File: src/rtl/pixq_pkg.sv
// pixq_pkg: framebuffer geometry and pixel-entry type shared by the write queue and the VGA controller.
package pixq_pkg;
  localparam int FB_WIDTH = 640;
  localparam int FB_HEIGHT = 480;
  localparam int PIXQ_FB_SIZE = FB_WIDTH * FB_HEIGHT;
  localparam int PIXQ_FB_AW = $clog2(PIXQ_FB_SIZE);
  typedef struct packed {
    logic [PIXQ_FB_AW-1:0] addr;
    logic                  value;
  } pix_entry_t;
  function automatic logic in_fb_range(input logic [31:0] a, input int size);
    return a < 32'(size);
  endfunction
endpackage

File: src/rtl/pixq_fifo.sv
// pixq_fifo: synchronous FIFO with level counter and in-place overwrite of the tail entry.
module pixq_fifo
  import pixq_pkg::*;
#(
  parameter int DEPTH = 8,
  parameter int W = PIXQ_FB_AW + 1
) (
  input  logic                     clk,
  input  logic                     rst_n,
  input  logic                     i_push,
  input  logic                     i_pop,
  input  logic                     i_ovr,
  input  logic [W-1:0]             i_wdata,
  output logic [W-1:0]             o_rdata,
  output logic [$clog2(DEPTH):0]   o_level,
  output logic                     o_full,
  output logic                     o_empty
);
  localparam int AW = $clog2(DEPTH);
  localparam int LW = AW + 1;
  logic [W-1:0]  r_mem [DEPTH];
  logic [AW-1:0] r_wr, r_rd, w_tail;
  logic [LW-1:0] r_level;
  assign w_tail  = r_wr - AW'(1);
  assign o_rdata = r_mem[r_rd];
  assign o_level = r_level;
  assign o_full  = r_level == LW'(DEPTH);
  assign o_empty = r_level == '0;
  // Storage carries no reset; validity is tracked entirely by the pointers and level.
  always_ff @(posedge clk) begin
    if (i_push) r_mem[r_wr] <= i_wdata;
    else if (i_ovr) r_mem[w_tail] <= i_wdata;
  end
  always_ff @(posedge clk or negedge rst_n) begin
    if (!rst_n) begin
      r_wr    <= '0;
      r_rd    <= '0;
      r_level <= '0;
    end else begin
      r_wr    <= r_wr + AW'(i_push);
      r_rd    <= r_rd + AW'(i_pop);
      r_level <= r_level + LW'(i_push) - LW'(i_pop);
    end
  end
endmodule

File: src/rtl/pixel_wr_queue.sv
// pixel_wr_queue: buffers core pixel stores and drains them to the framebuffer when fb_ready grants a slot.
// Define PIXQ_COALESCE_EN to merge a store to the current tail address into that entry.
module pixel_wr_queue
  import pixq_pkg::*;
#(
  parameter int DEPTH = 8,
  parameter int FB_AW = PIXQ_FB_AW,
  parameter int FB_SIZE = PIXQ_FB_SIZE
) (
  input  logic                   clk,
  input  logic                   rst_n,
  input  logic                   pixel_en,
  input  logic [31:0]            pixel_addr,
  input  logic                   pixel_value,
  input  logic                   fb_ready,
  output logic                   fb_we,
  output logic [FB_AW-1:0]       fb_addr,
  output logic                   fb_data,
  output logic                   q_full,
  output logic                   q_empty,
  output logic [$clog2(DEPTH):0] q_level,
  output logic                   ovf,
  output logic                   range_err,
  input  logic                   err_clr
);
  localparam int LW = $clog2(DEPTH) + 1;
  logic [FB_AW:0]    w_head;
  logic [LW-1:0]     w_level;
  logic              w_full, w_empty, w_inr, w_req, w_pop, w_coal, w_push, w_drop;
  logic              r_fb_we, r_fb_data, r_ovf, r_range_err;
  logic [FB_AW-1:0]  r_fb_addr;
  assign w_inr  = in_fb_range(pixel_addr, FB_SIZE);
  assign w_req  = pixel_en && w_inr;
  assign w_pop  = fb_ready && !w_empty;
  assign w_push = w_req && !w_coal && (!w_full || w_pop);
  assign w_drop = w_req && !w_coal && w_full && !w_pop;
`ifdef PIXQ_COALESCE_EN
  logic [FB_AW-1:0] r_tail_addr;
  always_ff @(posedge clk or negedge rst_n) begin
    if (!rst_n) r_tail_addr <= '0;
    else if (w_push) r_tail_addr <= pixel_addr[FB_AW-1:0];
  end
  // A lone entry being popped this edge cannot be merged into; the store takes a fresh slot.
  assign w_coal = w_req && w_level != '0 && r_tail_addr == pixel_addr[FB_AW-1:0] &&
                  !(w_pop && w_level == LW'(1));
`else
  assign w_coal = 1'b0;
`endif
  pixq_fifo #(.DEPTH(DEPTH), .W(FB_AW + 1)) u_fifo (
    .clk     (clk),
    .rst_n   (rst_n),
    .i_push  (w_push),
    .i_pop   (w_pop),
    .i_ovr   (w_coal),
    .i_wdata ({pixel_addr[FB_AW-1:0], pixel_value}),
    .o_rdata (w_head),
    .o_level (w_level),
    .o_full  (w_full),
    .o_empty (w_empty)
  );
  always_ff @(posedge clk or negedge rst_n) begin
    if (!rst_n) begin
      r_fb_we     <= 1'b0;
      r_fb_addr   <= '0;
      r_fb_data   <= 1'b0;
      r_ovf       <= 1'b0;
      r_range_err <= 1'b0;
    end else begin
      r_fb_we     <= w_pop;
      r_fb_addr   <= w_pop ? w_head[FB_AW:1] : r_fb_addr;
      r_fb_data   <= w_pop ? w_head[0] : r_fb_data;
      r_ovf       <= w_drop || (r_ovf && !err_clr);
      r_range_err <= (pixel_en && !w_inr) || (r_range_err && !err_clr);
    end
  end
  assign fb_we     = r_fb_we;
  assign fb_addr   = r_fb_addr;
  assign fb_data   = r_fb_data;
  assign q_level   = w_level;
  assign q_full    = w_full;
  assign q_empty   = w_empty && !r_fb_we;
  assign ovf       = r_ovf;
  assign range_err = r_range_err;
endmodule

File: config.mk
export PLATFORM = sky130hd
export DESIGN_NAME = pixel_wr_queue
export DESIGN_NICKNAME = d
export VERILOG_FILES = /design/src/rtl/pixq_pkg.sv /design/src/rtl/pixq_fifo.sv /design/src/rtl/pixel_wr_queue.sv
export SDC_FILE = /design/constraint.sdc
export NUM_CORES = 1
export LEC_CHECK = 0
export CORE_MARGIN = 3
export CORE_UTILIZATION = 50
export DETAILED_ROUTE_END_ITERATION = 10
export GPL_ROUTABILITY_DRIVEN = 0
export GPL_TIMING_DRIVEN = 0
export MAX_ROUTING_LAYER = met4
export PLACE_DENSITY = 0.7
export SETUP_SLACK_MARGIN = 0.05
export SLEW_MARGIN = 20
export SYNTH_ARGS = -nofsm -noshare
export SYNTH_HDL_FRONTEND = slang
export SYNTH_SLANG_ARGS = --single-unit
File: constraint.sdc
create_clock -name clk -period 4.9 [get_ports clk]
set_input_delay 1.225 -clock clk [delete_from_list [all_inputs] [get_ports clk]]
set_output_delay 1.225 -clock clk [all_outputs]
set_load 0.005 [all_outputs]
==> results of run 1 <==
## how the worst max path moves through the flow
stage,start,end,slack (ns)
finish,pixel_addr[15],u_fifo.r_mem[5][4],1.01
global route,pixel_addr[15],u_fifo.r_mem[5][11],0.86
CTS,pixel_addr[15],u_fifo.r_mem[5][4],0.99
detailed placement,pixel_addr[15],u_fifo.r_mem[5][4],0.53
global placement,pixel_addr[15],u_fifo.r_mem[0][11],-2.42
floorplan,pixel_addr[27],u_fifo.r_mem[0][0],0.32
## cells in the mapped netlist
cell      number  area, sq um
nor2_1         5         18.8
a2111o_1       1         11.3
buf_6          1         11.3
buf_2          4         20.0
dfrtp_1       33          826
or4b_2         1         10.0
nor3_1         1         5.00
edfxtp_1     160         4800
nor4bb_4       1         25.0
nor4b_2        2         30.0
nor4b_4        1         23.8
nor4_1         4         25.0
a21oi_1        1         5.00
o22ai_1        2         12.5
nor3b_1        1         7.51
ha_1          10          125
o21ai_0       13         65.1
or3b_2         1         8.76
o21ai_1        7         35.0
nand4b_1       1         8.76
mux4_2        40          901
clkbuf_1      12         45.0
a211oi_1       1         7.51
nand3b_1       1         7.51
a21o_1         1         7.51
buf_1          1         3.75
xor2_1         4         35.0
mux2i_1       20          200
nand2_1       24         90.1
inv_1         10         37.5
nand3_1        2         10.0
fa_1           1         20.0
a21boi_0       1         7.51
## worst max-delay path, cell delays in order
cell and delay [ns]:
clkdlybuf4s50_1 0.58, a211oi_1 0.35, a21boi_0 0.25, a2111o_1 0.41, buf_6 0.18, nor4bb_4 0.61, buf_6 0.26, buf_8 0.16
## through the flow
step / hold WS, ns / utilization [%] / area, sq um / total power, uW / setup TNS, ns
after floorplan: 0.473 / - / 7450 / 2740 / 0
after global placement: 0.465 / 58.7 / 8340 / 3190 / -119.01
after detailed placement: 0.476 / 60.4 / 8570 / 3230 / 0
after CTS: 0.491 / 64.7 / 9190 / 4640 / 0
after global routing: 0.512 / 64.7 / 9190 / 4820 / 0
final: 0.484 / 64.7 / 9190 / 4590 / 0
## flip-flops by register name, summed over array words and instances (netlist names)
| name | count |
|---|---|
| u_fifo.r_mem | 160 |
| fb_addr | 19 |
| u_fifo.o_level | 4 |
| u_fifo.r_rd | 3 |
| u_fifo.r_wr | 3 |
| fb_data | 1 |
| fb_we | 1 |
| ovf | 1 |
| range_err | 1 |
## report_power, final
part,switching [uW],internal (uW),total (uW)
Clock,565,862,1430
Sequential,77.2,1900,1970
Combinational,539,655,1190
## routing by layer
layer | wire length (um) | vias to the layer above | track usage, %
li1 | - | 1678 | -
met1 | 6320 | 1940 | 28.0
met2 | 7350 | 125 | 30.5
met3 | 846 | 25 | 4.21
met4 | 278 | 0 | 7.80
met5 | 0 | - | -
## cell families after synthesis
logic type	synth area share [%]
buffers and inverters	1.58
DFF	75.6
muxes	14.8
AOI/OAI and AO/OA	2.03
adders and majority gates	1.95
and+or+nand+nor	3.63
xor gates and xnor gates	0.470
## area by class of cell
type	instances	share of cell area, %
flip-flops and latches	193	61.3
multi-input cells	147	19.0
clock inverters	12	1.80
inverters	10	0.409
clock buffers	20	4.86
well taps	180	2.45
plain buffers	18	0.872
repair buffers	84	9.29
==> flow_summary_export.csv, run 1 <==
group,metric,value,unit
cells_and_area,areaGrowthSynthToFinish,23.3,%
cts,cts_tree,"yes",
cells_and_area,drive_above_1_share,21.3,%
cells_and_area,fin_nets,520,
logic_synthesis,yosysUniqueCellTypes,33,
routing,wl,14800,um
timing,rsz0062_at_grt,"no",
cts,cts_max_level,4,
placement,dp_hpwl,9800,um
logic_synthesis,synth_seq_area_share,75.6,%
worst_setup_path,crit_path_start_kind,"input port",
floorplan,die_y,128,um
global_routing,grt_max_degree,27,
timing,post-route-worst-setup-slack,1.01,ns
routing,dr_total_vias,3768,
routing,vias_per_cell,5.67,
logic_synthesis,syn_area,0.00745,sq mm
timing,min_period,3.89,ns
cts,cts_inserted_buffers,17,
routing,first_pass_iters,5,
global_routing,grt_pass1_vias,3901,
floorplan,top_level_ports,67,
global_routing,grt-ovfl-total,0,
cts,cts.sinks,193,
worst_setup_path,crit_required,5.04,ns
global_routing,grt_usage,20.4,%
global_routing,antenna_found_initial,0,
timing,worstMarginPinSlew,1.02,ns
worst_setup_path,crit_type,"input port to flip-flop",
routing,route.detailed.drc,0,
worst_setup_path,cp_data_arrival_time,4.03,ns
timing,fin_crit_sh,79.4,%
cells_and_area,final_common_cell,"edfxtp_1",
worst_setup_path,crit_fanout,10,
cells_and_area,final_cell_mix,"160 x edfxtp_1, 65 x clkdlybuf4s50_1, 40 x mux4_2",
floorplan,start_util,52.5,%
timing,clock_skew,0.00726,ns
outcome,status,"complete, no violations",
cts,cts-root-buf,"clkbuf_16",
cts,cts_resized,0,
logic_synthesis,netlist_instances,368,
timing,relSlewSlack,31.8,%
power,power.leakage,0.00320,uW
power,vdd_drop_max,0.246,mV
run,maxCapViolCount,0,
floorplan,fp-row-count,43,
worst_setup_path,timing.rr.end,"u_fifo.o_level[2]",
placement,placedCellCount,632,
cts,cts_buffer_depth,2,
power,power_density,500,mW/mm^2
cells_and_area,nFillCells,981,
floorplan,die_w,128,um
cts,cts_setup_buffers,0,
worst_setup_path,r2r_slack,1.73,ns
logic_synthesis,synth-seq-cells,193,
timing,max_freq,257,MHz
timing,hold_viol_final,0,
global_routing,grt_first_pass_wirelength,23300,um
logic_synthesis,synth_fp_nets,417,
floorplan,core_area,0.0142,sq mm
logic_synthesis,postSynthAreaPerCell,20.2,sq um
worst_setup_path,crit-reg2reg-launch,"u_fifo.o_level[2]",
routing,drtIter0Drc,328,
cts,cts_hold_buf,0,
logic_synthesis,ys.warnings.count,0,
cells_and_area,antenna_cells,0,
min_path,hold_path.class,"flip-flop to flip-flop",
timing,setup_viol,0,
min_path,hp-start,"fb_addr[17]",
cts,clk-insertion-delay-late,0.43,ns
routing,ant_nets,0,
floorplan,die_area,0.0164,sq mm
min_path,hold_path_depth,2,
routing,wire_per_inst,22.3,um
cells_and_area,seqCellArea,0.00563,sq mm
placement,port_buffers,66,
timing,drv_slew,0,
placement,preCtsSetupSlack,0.531,ns
worst_setup_path,reg2reg_depth,11,
cells_and_area,stdcell_count,664,
cts,clk_pin_slew,0.06,ns
min_path,holdPathEnd,"fb_addr[17]",
cells_and_area,multi_input_area,0.00175,sq mm
worst_setup_path,crit_path_end_kind,"flip-flop",
Note: power is estimated with default switching activity, not from simulation.
==> run 2: changes to the inputs <==
- PLACE_DENSITY: 0.7 -> 0.73
- clock period: 4.9 -> 3.3 ns (I/O delays scaled with it)
==> run 2 against run 1 <==
Net effect:
- wire length down 0.73%
- global-route usage decreased by 0.81 points
- final cell count is 0.30% lower
- via count fell by 0.85%
==> flow_summary_export.csv, run 2 (synthesis results as in run 1) <==
group,metric,value,unit
outcome,status,"complete, no violations",
worst_setup_path,startpoint,"pixel_addr[19]",
placement,placedCellCount,628,
routing,first_pass_iters,5,
cells_and_area,largest_register_ffs,160,
min_path,hold_path.class,"input port to asynchronous set/reset pin",
power,power,6660,uW
routing,drtIter0Drc,345,
timing,drv_slew,0,
cells_and_area,areaGrowthSynthToFinish,23.3,%
timing,max_freq,324,MHz
global_routing,grt-ovfl-total,0,
worst_setup_path,crit_required,3.60,ns
floorplan,die_y,128,um
run,maxCapViolCount,0,
worst_setup_path,crit_type,"input port to flip-flop",
worst_setup_path,crit_path_end_kind,"flip-flop",
floorplan,die_w,128,um
cells_and_area,drive_above_1_share,21.8,%
worst_setup_path,crit_fanout,10,
timing,final.setup.tns,0,ns
cts,cts.sinks,193,
global_routing,grt_max_degree,27,
cells_and_area,antenna_cells,0,
timing,min_period,3.09,ns
global_routing,antenna_found_initial,0,
cells_and_area,fin_nets,518,
global_routing,grt_pass1_vias,3990,
global_routing,grt_first_pass_wirelength,22600,um
placement,dp_hpwl,9720,um
cells_and_area,largest-register,"u_fifo.r_mem",
worst_setup_path,timing.rr.end,"u_fifo.o_level[2]",
worst_setup_path,cp_data_arrival_time,3.39,ns
timing,relSlewSlack,37.0,%
worst_setup_path,crit-reg2reg-launch,"u_fifo.o_level[2]",
power,power_density,725,mW/mm^2
floorplan,core_area,0.0142,sq mm
routing,wire_per_inst,22.2,um
cells_and_area,final_cell_mix,"160 x edfxtp_1, 61 x clkdlybuf4s50_1, 40 x mux4_2",
floorplan,top_level_ports,67,
timing,worstMarginPinSlew,0.946,ns
routing,ant_nets,0,
cts,clk_pin_slew,0.07,ns
timing,hold_viol_final,0,
cts,clk-insertion-delay-late,0.42,ns
cells_and_area,final_common_cell,"edfxtp_1",
power,vdd_drop_max,0.426,mV
worst_setup_path,crit_path_start_kind,"input port",
routing,wl,14700,um
worst_setup_path,r2r_slack,0.33,ns
cts,cts_max_level,4,
floorplan,start_util,52.5,%
timing,fin_crit_sh,93.6,%
cells_and_area,stdcell_count,662,
floorplan,fp-row-count,43,
routing,dr_total_vias,3736,
timing,setup_viol,0,
cts,cts-root-buf,"clkbuf_16",
cts,cts_inserted_buffers,17,
cts,cts_hold_buf,0,
power,power.leakage,0.00321,uW
placement,port_buffers,66,
routing,vias_per_cell,5.64,
timing,rsz0062_at_grt,"no",
cts,cts_buffer_depth,2,
worst_setup_path,reg2reg_depth,11,
routing,route.detailed.drc,0,
global_routing,grt_usage,19.6,%
worst_setup_path,crit_path_end,"u_fifo.o_level[2]",
floorplan,die_area,0.0164,sq mm
timing,clock_skew,0.0115,ns
cts,cts_tree,"yes",
-- run 2: worst min path at each step --
stage / start / to / slack, ns / cells past startpoint
5_1_grt: rst_n / fb_addr[17] / 0.26 / 1
6_report: rst_n / fb_addr[17] / 0.26 / 1
3_5_place_dp: fb_addr[9] / fb_addr[9] / 0.48 / 2
2_1_floorplan: fb_addr[10] / fb_addr[10] / 0.47 / 2
3_3_place_gp: fb_addr[15] / fb_addr[15] / 0.46 / 2
4_1_cts: rst_n / fb_addr[15] / 0.25 / 1
-- run 2: worst max-delay path, stage by stage --
cell and delay (ns):
clkdlybuf4s50_1 0.41, nor4_1 0.28, nand4b_1 0.19, a2111o_1 0.44
buf_6 0.18, ha_1 0.28, inv_1 0.04, ha_1 0.19
fa_1 0.38, xor2_1 0.16
-- run 2: power by group --
part	switching (uW)	total (uW)	internal, uW
Sequential	112	2930	2810
Combinational	821	1800	978
Clock	885	1940	1050
Total	1820	6660	4840
-- run 2: routing by layer --
metal  GRT usage (%)  share of wire, %  up-vias
li1                -                 -     1675
met1            25.9                42     1941
met2            31.2                51      104
met3            4.33               5.3       16
met4            5.49               1.1        0
met5               -                 0        -
-- run 2: final cells by class --
class	count	area (sq um)
plain buffers	18	81.3
clock buffers	18	429
clock inverters	14	130
fillers	948	5010
inverters	10	37.5
multi-input cells	147	1770
flip-flops and latches	193	5630
well taps	180	225
repair buffers	82	888
-- run 2: through the flow --
stage	utilization, %	instance area (sq um)	setup slack (ns)	hold WS, ns
after detailed placement	60.6	8600	-0.697	0.477
after global placement	58.8	8350	-2.04	0.462
after floorplan	-	7460	-0.105	0.473
after global routing	64.7	9190	0.0674	0.257
final	64.7	9190	0.213	0.262
after CTS	64.6	9180	0.0841	0.253
-- run 2: what timing repair did --
action                     CTS  global route
pin swaps                    2             0
setup endpoints to repair   94            31
gates resized for setup      4             3
buffers inserted             2             0
==> run 3: changes to the inputs <==
- CTS_BUF_LIST: default -> sky130_fd_sc_hd__clkbuf_16
==> run 3 against run 2 <==
Net effect:
- worst hold slack gained 0.0011 ns
- largest cell class unchanged
- power is essentially flat
- critical endpoint unchanged
- fmax is essentially flat
- highest routed layer unchanged
- largest power group unchanged
- first-iteration DRC count is the same
- utilization is the same
==> flow_summary_export.csv, run 3 (synthesis results as in run 1) <==
group,metric,value,unit
timing,clock_skew,0.0107,ns
worst_setup_path,crit-reg2reg-launch,"u_fifo.o_level[2]",
worst_setup_path,path_common_cell,"ha_1",
placement,post_dp_cell_area,0.00860,sq mm
worst_setup_path,crit_type,"input port to flip-flop",
timing,final.setup.tns,0,ns
worst_setup_path,crit_family,"adder cells",
run,maxCapViolCount,0,
worst_setup_path,cp_num_buf_inv,3,
worst_setup_path,crit_required,3.60,ns
cells_and_area,largest-register,"u_fifo.r_mem",
worst_setup_path,crit_path_start_kind,"input port",
worst_setup_path,cp_cell_sequence,"clkdlybuf4s50_1 > nor4_1 > nand4b_1 > a2111o_1 > buf_6 > ha_1 > inv_1 > ha_1 > fa_1 > xor2_1",
cells_and_area,final_common_cell,"edfxtp_1",
floorplan,die_area,0.0164,sq mm
worst_setup_path,crit_fanout,10,
power,vdd_drop_max,0.424,mV
cts,cts_buffer_depth,2,
routing,dr_total_vias,3742,
worst_setup_path,cp_data_arrival_time,3.39,ns
worst_setup_path,r2r_slack,0.33,ns
floorplan,start_util,52.5,%
worst_setup_path,crit_cells,10,
global_routing,antenna_found_initial,0,
timing,hold_viol_final,0,
placement,placedCellCount,628,
timing,min_period,3.09,ns
timing,whs,0.263,ns
timing,drv_slew,0,
placement,dp_hpwl,9720,um
cts,cts_max_level,4,
cells_and_area,fin_nets,518,
routing,ant_nets,0,
global_routing,grt-ovfl-total,0,
worst_setup_path,critical_path.slowest_cell,"a2111o_1",
routing,route.detailed.drc,0,
routing,wire_per_inst,22.2,um
worst_setup_path,timing.rr.end,"u_fifo.o_level[2]",
cells_and_area,areaGrowthSynthToFinish,23.3,%
cts,cts_inserted_buffers,17,
timing,worstMarginPinSlew,0.948,ns
cts,cts_tree,"yes",
cts,clk_pin_slew,0.07,ns
power,power.leakage,0.00321,uW
worst_setup_path,crit_path_end_kind,"flip-flop",
cells_and_area,largest_register_ffs,160,
cts,clk-insertion-delay-late,0.42,ns
cells_and_area,drive_above_1_share,21.8,%
floorplan,fp-row-count,43,
cells_and_area,stdcell_count,662,
global_routing,grt_max_degree,27,
floorplan,die_y,128,um
timing,post-route-worst-setup-slack,0.212,ns
placement,preCtsSetupSlack,-0.697,ns
worst_setup_path,reg2reg_depth,11,
timing,relSlewSlack,36.8,%
cells_and_area,final_area,0.00919,sq mm
global_routing,grt_usage,19.6,%
cts,cts_hold_buf,0,
global_routing,grt_first_pass_wirelength,22600,um
outcome,status,"complete, no violations",
timing,max_freq,324,MHz
cts,cts.sinks,193,
min_path,hold_path.class,"input port to asynchronous set/reset pin",
global_routing,grt_pass1_vias,3990,
routing,first_pass_iters,5,
cells_and_area,antenna_cells,0,
floorplan,core_area,0.0142,sq mm
floorplan,top_level_ports,67,
worst_setup_path,cp_slowest_stage_delay,0.44,ns
timing,rsz0062_at_grt,"no",
placement,port_buffers,66,
routing,vias_per_cell,5.65,
routing,wl,14700,um
timing,setup_viol,0,
timing,fin_crit_sh,93.6,%
routing,drtIter0Drc,345,
cells_and_area,final_cell_mix,"160 x edfxtp_1, 61 x clkdlybuf4s50_1, 40 x mux4_2",
power,power_density,725,mW/mm^2
cells_and_area,nFillCells,948,
cts,cts-root-buf,"clkbuf_16",
floorplan,die_w,128,um
## run 3: changes by cell type in the layout (fill, tap and decap cells not counted), sizes merged
cell,before,now
inv,16,17
clkbuf,30,29
## run 3: area by class of cell
class	instances	area (sq um)	share of cell area, %
repair buffers	82	888	9.67
multi-input cells	147	1770	19.2
plain buffers	18	81.3	0.885
clock inverters	15	134	1.46
flip-flops and latches	193	5630	61.3
clock buffers	17	425	4.63
inverters	10	37.5	0.408
well taps	180	225	2.45
## run 3: what timing repair did
action / in CTS / in global routing
setup endpoints to repair: 94 / 31
pin swaps: 2 / 0
buffers inserted: 2 / 0
gates resized for setup: 4 / 3
## run 3: where the power goes
group          switching, uW  internal [uW]  total, uW
combinational            820            978       1800
sequential               112           2810       2930
clock                    885           1050       1930
total                   1820           4840       6660
## run 3: worst max-delay path by stage
| stage | from | end | slack, ns |
|---|---|---|---|
| 6_report | pixel_addr[19] | u_fifo.o_level[2] | 0.21 |
| 5_1_grt | pixel_addr[24] | u_fifo.o_level[2] | 0.07 |
| 4_1_cts | pixel_addr[17] | u_fifo.o_level[2] | 0.08 |
| 3_5_place_dp | pixel_addr[15] | u_fifo.r_mem[5][11] | -0.70 |
| 3_3_place_gp | pixel_addr[15] | u_fifo.r_mem[4][7] | -2.04 |
| 2_1_floorplan | pixel_addr[27] | u_fifo.r_mem[1][0] | -0.10 |
## run 3: per-stage QoR
stage	power [uW]	util, %
2_1_floorplan	4060	-
3_3_place_gp	4730	58.8
3_5_place_dp	4810	60.6
4_1_cts	6730	64.6
5_1_grt	6980	64.7
6_report	6660	64.7
## run 3: metal layers
| layer | up-vias | wire [um] | track usage, % |
|---|---|---|---|
| met2 | 104 | 7510 | 31.2 |
| met4 | 0 | 146 | 5.49 |
| met1 | 1950 | 6280 | 25.9 |
| met3 | 14 | 756 | 4.33 |
| li1 | 1674 | - | - |
| met5 | - | 0 | - |
